===== src/rtl/can_crc_ctrl.sv =====
// Receive-side CRC sequencer for Classical CAN / CAN FD: drives the CRC engine,
// checks the FD stuff-count field and compares the received CRC sequence.
module can_crc_ctrl #(
    parameter int Tp = 1
) (
    input  logic        clk,
    input  logic        rst,
    input  logic        sample_point,
    input  logic        rx_bit,
    input  logic        rx_stuff,
    input  logic        sof,
    input  logic        crc_field_start,
    input  logic        fdf,
    input  logic [3:0]  dlc,
    input  logic        abort,
    input  logic [14:0] crc_15_i,
    input  logic [16:0] crc_17_i,
    input  logic [20:0] crc_21_i,
    output logic        crc_initialize,
    output logic        crc_enable,
    output logic        crc_data,
    output logic        crc_stuff_bit,
    output logic [1:0]  crc_sel,
    output logic        busy,
    output logic        crc_check_done,
    output logic        crc_err,
    output logic        stuff_cnt_err
);

    typedef enum logic [2:0] {
        IDLE  = 3'd0,
        CALC  = 3'd1,
        SCNT  = 3'd2,
        RXCRC = 3'd3,
        CHECK = 3'd4
    } state_t;

    state_t      r_state;
    state_t      w_state_nxt;
    logic [2:0]  r_stuff_cnt;
    logic [4:0]  r_bit_cnt;
    logic [19:0] r_rx_crc;
    logic [1:0]  r_crc_sel;
    logic        r_scnt_mis;
    logic        r_check_done;
    logic        r_crc_err;
    logic        r_stuff_cnt_err;

    logic        w_sof_sp;
    logic        w_cfs_calc;
    logic [1:0]  w_sel_new;
    logic [1:0]  w_sel_eff;
    logic [4:0]  w_last_idx;
    logic        w_in_field;
    state_t      w_fstate;
    logic [4:0]  w_cnt_base;
    logic        w_mis_base;
    logic [20:0] w_rx_crc_shift;
    logic        w_take;
    logic [2:0]  w_gray;
    logic [3:0]  w_scnt_vec;
    logic        w_scnt_exp;
    logic        w_scnt_bad;
    logic        w_crc_mis;

    // The crc_field_start sample is handled as the first field bit of the
    // state being entered, so the CALC case uses freshly cleared bases.
    always_comb begin
        w_sof_sp   = sof & sample_point;
        w_cfs_calc = sample_point & crc_field_start & (r_state == CALC);

        w_sel_new = 2'd0;
        if (fdf) begin
            w_sel_new = (dlc <= 4'd10) ? 2'd1 : 2'd2;
        end
        w_sel_eff = (r_state == CALC) ? w_sel_new : r_crc_sel;

        case (w_sel_eff)
            2'd0:    w_last_idx = 5'd14;
            2'd1:    w_last_idx = 5'd16;
            default: w_last_idx = 5'd20;
        endcase

        w_in_field = (r_state == SCNT) || (r_state == RXCRC) ||
                     ((r_state == CALC) && crc_field_start);
        w_fstate   = r_state;
        w_cnt_base = r_bit_cnt;
        w_mis_base = r_scnt_mis;
        w_rx_crc_shift = {r_rx_crc, rx_bit};
        if (r_state == CALC) begin
            w_fstate       = fdf ? SCNT : RXCRC;
            w_cnt_base     = 5'd0;
            w_mis_base     = 1'b0;
            w_rx_crc_shift = {20'd0, rx_bit};
        end

        w_take = sample_point & w_in_field & ~rx_stuff & ~sof & ~abort;

        w_gray     = {r_stuff_cnt[2], r_stuff_cnt[2] ^ r_stuff_cnt[1],
                      r_stuff_cnt[1] ^ r_stuff_cnt[0]};
        w_scnt_vec = {w_gray, ^w_gray};
        w_scnt_exp = w_scnt_vec[2'd3 - w_cnt_base[1:0]];
        w_scnt_bad = w_mis_base | (rx_bit != w_scnt_exp);

        case (w_sel_eff)
            2'd0:    w_crc_mis = (w_rx_crc_shift[14:0] != crc_15_i);
            2'd1:    w_crc_mis = (w_rx_crc_shift[16:0] != crc_17_i);
            default: w_crc_mis = (w_rx_crc_shift[20:0] != crc_21_i);
        endcase
    end

    always_comb begin
        w_state_nxt = r_state;
        if (abort) begin
            w_state_nxt = IDLE;
        end else if (w_sof_sp) begin
            w_state_nxt = CALC;
        end else begin
            case (r_state)
                IDLE:  w_state_nxt = IDLE;
                CALC:  if (w_cfs_calc) w_state_nxt = w_fstate;
                SCNT:  if (w_take && (w_cnt_base == 5'd3)) w_state_nxt = RXCRC;
                RXCRC: if (w_take && (w_cnt_base == w_last_idx)) w_state_nxt = CHECK;
                CHECK: w_state_nxt = IDLE;
                default: w_state_nxt = IDLE;
            endcase
        end
    end

    always_ff @(posedge clk or negedge rst) begin
        if (!rst) begin
            r_state         <= IDLE;
            r_stuff_cnt     <= 3'd0;
            r_bit_cnt       <= 5'd0;
            r_rx_crc        <= 20'd0;
            r_crc_sel       <= 2'd0;
            r_scnt_mis      <= 1'b0;
            r_check_done    <= 1'b0;
            r_crc_err       <= 1'b0;
            r_stuff_cnt_err <= 1'b0;
        end else begin
            r_state      <= w_state_nxt;
            r_check_done <= 1'b0;
            if (abort) begin
                r_bit_cnt       <= 5'd0;
                r_crc_err       <= 1'b0;
                r_stuff_cnt_err <= 1'b0;
            end else if (w_sof_sp) begin
                r_stuff_cnt     <= 3'd0;
                r_bit_cnt       <= 5'd0;
                r_crc_err       <= 1'b0;
                r_stuff_cnt_err <= 1'b0;
            end else if (sample_point) begin
                if ((r_state == CALC) && !crc_field_start && rx_stuff) begin
                    r_stuff_cnt <= r_stuff_cnt + 3'd1;
                end
                if (w_cfs_calc) begin
                    r_crc_sel  <= w_sel_new;
                    r_bit_cnt  <= 5'd0;
                    r_rx_crc   <= 20'd0;
                    r_scnt_mis <= 1'b0;
                end
                if (w_take) begin
                    if (w_fstate == SCNT) begin
                        if (w_cnt_base == 5'd3) begin
                            r_stuff_cnt_err <= w_scnt_bad;
                            r_bit_cnt       <= 5'd0;
                            r_scnt_mis      <= 1'b0;
                        end else begin
                            r_scnt_mis <= w_scnt_bad;
                            r_bit_cnt  <= w_cnt_base + 5'd1;
                        end
                    end else begin
                        r_rx_crc  <= w_rx_crc_shift[19:0];
                        r_bit_cnt <= w_cnt_base + 5'd1;
                        if (w_cnt_base == w_last_idx) begin
                            r_crc_err    <= w_crc_mis;
                            r_check_done <= 1'b1;
                            r_bit_cnt    <= 5'd0;
                        end
                    end
                end
            end
        end
    end

    // SOF is dominant, so it is never shifted even when it restarts a busy frame.
    assign crc_initialize = w_sof_sp;
    assign crc_enable     = sample_point & ~sof &
                            (((r_state == CALC) & ~crc_field_start) |
                             ((r_state == SCNT) & ~rx_stuff));
    assign crc_data       = rx_bit;
    assign crc_stuff_bit  = rx_stuff;
    assign crc_sel        = r_crc_sel;
    assign busy           = (r_state != IDLE);
    assign crc_check_done = r_check_done;
    assign crc_err        = r_crc_err;
    assign stuff_cnt_err  = r_stuff_cnt_err;

endmodule


===== config.mk =====
export PLATFORM = sky130hd
export DESIGN_NAME = can_crc_ctrl
export DESIGN_NICKNAME = d
export VERILOG_FILES = /design/src/rtl/can_crc_ctrl.sv
export SDC_FILE = /design/constraint.sdc
export NUM_CORES = 1
export LEC_CHECK = 0
export BUFFER_PORTS_ARGS = -buffer_cell sky130_fd_sc_hd__buf_4
export CAP_MARGIN = 20
export CORE_MARGIN = 2
export CORE_UTILIZATION = 45
export CTS_CLUSTER_DIAMETER = 150
export DETAILED_ROUTE_END_ITERATION = 8
export MAX_ROUTING_LAYER = met4
export PLACE_DENSITY = 0.8
export SKIP_CTS_REPAIR_TIMING = 1
export SYNTH_ARGS = -nofsm -noshare
export SYNTH_HDL_FRONTEND = slang
export SYNTH_SLANG_ARGS = --single-unit

===== constraint.sdc =====
create_clock -name clk -period 3.4 [get_ports clk]
set_input_delay 0.51 -clock clk [delete_from_list [all_inputs] [get_ports clk]]
set_output_delay 0.51 -clock clk [all_outputs]
set_load 0.005 [all_outputs]

==> results.md <==
* Setup TNS at 0 ns
* Die X at 83.20 um
* Grt total ovfl at 0
* Crit path capture type: flip-flop
* Crit Path Class: flip-flop to flip-flop
* Cell Area, Synth at 2823 um^2
* Critical Path End: r_bit_cnt[4]
* Area taken by multi-input logic gates at 1695 um^2
* Net Count, Synth at 422
* Worst-margin pin slew at 1.084 ns
* Clock Sink Count at 37
* Critical Path, Cell by Cell: or3b_2 -> and2_1 -> ha_1 -> o21a_1 -> nor2b_1 -> a211oi_4 -> nand2_2 -> o31ai_1
* Pin count of the biggest net entering global routing at 38
* Critical path required time at 3.61 ns
* Yosys reg bits at 37
* Chip height at 83.20 um
* Worst vdd ir at 217.8 uV
* Internal at 0.8021 mW
* Via-per-instance ratio at 6.399
* Post-synthesis compound-gate area fraction at 0.2815
* Worst min path class: input port to asynchronous set/reset pin
* Later-pin clock latency in the skew report at 0.30 ns
* Largest fanout on the critical path at 26
* Largest family of logic cells by synthesized area: compound AO/OA/AOI/OAI gates
* CORE AREA at 5991 um^2
* Clock power frac at 0.373
* Outcome: finished, final reports clean
* End of the worst register-to-register path: r_bit_cnt[4]
* Crit-path slowest cell: or3b_2
* RSZ-0062 raised after global routing: no
* PortBufs at 75
* First-pass GRT wire length at 14.86 mm
* Synth Area in XOR/XNOR at 0.04965
* DR vias at 3161
* Min Tclk post-route at 2.942 ns
* Slew headroom at 0.2705
* Dpl cells at 486
* HPWL Detailed at 6.856 mm
* Root buf cell: clkbuf_8
* Initial antenna violation count at 0
* CTS tree: yes
* CP peak stage delay at 0.76 ns
* WL/cell at 18.53 um
* Avg Cell Area, Syn at 7.974 um^2
* 1st-pass router iterations at 7
* Top FF cell, synth: dfrtp_1
* Worst Skew at 0.006814 ns
* Synth async-reset ratio at 1.000
* H-Tree Depth at 2
* Area share of and/or/nand/nor cells after synthesis at 0.2513
* Number of global-route vias before repair at 2940
* Worst Setup SP: r_state[1]
* Final Cycle Share at 0.8654
* FF-to-FF Start: r_state[1]
* Pleak at 1.506 nW
* Starting Density at 0.4712
* CP Launch Type: flip-flop
* Worst EP arrival at 3.15 ns
* ANT nets after route at 0
* R2r setup slk at 0.46 ns
* Sequential fraction of the synthesis area at 0.3280
* Fmax at 339.9 MHz
* Number of enable flip-flop cells after synthesis at 0
* Cells after Synth at 354
* Setup violations, final at 0
* Yosys cell types at 56
* I/O Pins at 76
* Post-synthesis adder-cell area fraction at 0.008865
* Final Hold Vio Count at 0
* NetSw at 0.3104 mW
* FP Rows at 28
* Total power at 1.112 mW
* Total CTS buffers at 5
* Final slew viol count at 0
* Max-Cap Viols at 0
* Combinational share of power at 0.203
* Mux cell area share after synthesis at 0.007092
* Clk buf depth at 2
* Synth warn at 0
* Filler cells at 544
* Register area at 925.9 um^2
* Pwr per Cell Area at 315.2 nW/um^2
* Total die area at 6922 um^2
* Drt total wl at 9.153 mm
* Fin cells at 494
* Seq pwr share at 0.423
* Initial drt markers at 454
* Layout cells sized above 1 at 0.2267
* DRC at 0
* Worst-path clk slew at 0.08 ns
* Final GP Congestion at 0.9590
* Area Growth Syn to Fin at 25.04%
* Cell depth of the worst flop-to-flop path at 8
* Final nets at 486
* Total GRT Usage at 0.2705
* N_diodes at 0
* Sw Share at 0.2790
[metrics by stage]
| step | setup WS (ns) | cell area [um^2] | utilization | hold WS, ns |
|---|---|---|---|---|
| global placement | 0.6630 | 3413 | 0.5698 | 0.4694 |
| CTS | 0.5039 | 3530 | 0.5892 | 0.1793 |
| finish | 0.4576 | 3530 | 0.5892 | 0.1510 |
| floorplan | 0.6893 | 2823 | - | 0.2144 |
| global route | 0.3418 | 3530 | 0.5892 | 0.2087 |
| detailed placement | 0.5289 | 3413 | 0.5698 | 0.4813 |
[cells in the mapped netlist (all sizes together) (3+ instances only)]
master   count  share of area
dfrtp       37           0.33
a2111oi      4          0.012
clkbuf      12          0.016
nand2b       3         0.0066
nor4         9          0.020
o2bb2ai      6          0.019
a22o         4          0.012
nor3         7          0.012
a31oi        9          0.020
o31ai        9          0.024
a22oi        4          0.011
o32ai        7          0.022
nand3       30          0.053
xor2         7          0.022
nor2        23          0.031
o22ai        7          0.016
nor3b        5          0.015
nor4bb       6          0.021
and3         3         0.0075
nand4        3         0.0066
buf          9          0.018
a21oi       15          0.027
o21ai       27          0.048
nor4b        3         0.0093
nand2       29          0.039
o221ai       3         0.0093
inv         30          0.040
xnor2        9          0.028
a221oi       3         0.0093
[layer usage]
| layer | global-route usage | vias up | wire [um] | part of all wire |
|---|---|---|---|---|
| met5 | - | - | 0 | 0 |
| met1 | 0.3608 | 1495 | 3700 | 0.40 |
| li1 | - | 1456 | - | - |
| met4 | 0.08495 | 0 | 192 | 0.021 |
| met2 | 0.4296 | 188 | 4391 | 0.48 |
| met3 | 0.03479 | 22 | 869 | 0.095 |
[cell type report]
type	count	share of cell area
well taps	75	0.02659
clock buffers	7	0.02446
clock inverters	1	0.008508
flip-flops and latches	37	0.2623
repair buffers	78	0.1659
multi-input cells	266	0.4803
inverters	30	0.03190
[critical path: cells and delay by family (launching register included)]
kind | cells | cell delay, ns
AO/OA/AOI/OAI | 3 | 0.71
adder cells (fa/ha/maj) | 1 | 0.25
flip-flops | 1 | 0.51
AND/OR/NAND/NOR | 4 | 1.36
[cells in the final DEF (no fill, tap or decap), drive strengths merged, types with 3 or more instances in the layout]
cell type,instances
nor3,7
nor4,9
o31ai,9
a22oi,4
nand2,29
a21oi,15
inv,30
nor3b,5
o22ai,7
nand3,30
dfrtp,37
a221oi,3
a22o,4
and3,3
nor2,23
nor4b,3
nand4,3
xnor2,9
a31oi,9
o2bb2ai,6
o21ai,27
nand2b,3
a2111oi,4
o32ai,7
clkbuf,7
o221ai,3
buf,78
nor4bb,6
xor2,7
[how the worst min path moves through the flow]
stage,to,depth (start not counted)
after floorplan,crc_check_done,0
after global placement,r_stuff_cnt[0],1
after detailed placement,r_stuff_cnt[0],1
after CTS,r_rx_crc[17],1
after global routing,r_rx_crc[17],1
final,r_rx_crc[17],1
[power groups by stage]
stage	Sequential, mW	Clock (mW)	Combinational, mW
after global routing	0.471	0.425	0.247
after CTS	0.470	0.411	0.224
after floorplan	0.471	0	0.105
after global placement	0.477	0	0.219
final	0.471	0.415	0.226
after detailed placement	0.478	0	0.223
[registers in the layout, indices dropped and copies added (netlist names)]
name / count
r_rx_crc: 20
r_bit_cnt: 5
r_state: 3
r_stuff_cnt: 3
crc_sel: 2
crc_check_done: 1
crc_err: 1
r_scnt_mis: 1
stuff_cnt_err: 1
[cells by family (layout without fill, tap and decap cells)]
group           count (synthesis)  in the layout
flops                          37             37
compound gates                114            114
fa+ha+maj                       2              2
simple gates                  132            132
mux                             2              2
buf+inv                        51            116
xor+xnor                       16             16
Power figures use the tool's default switching activity.
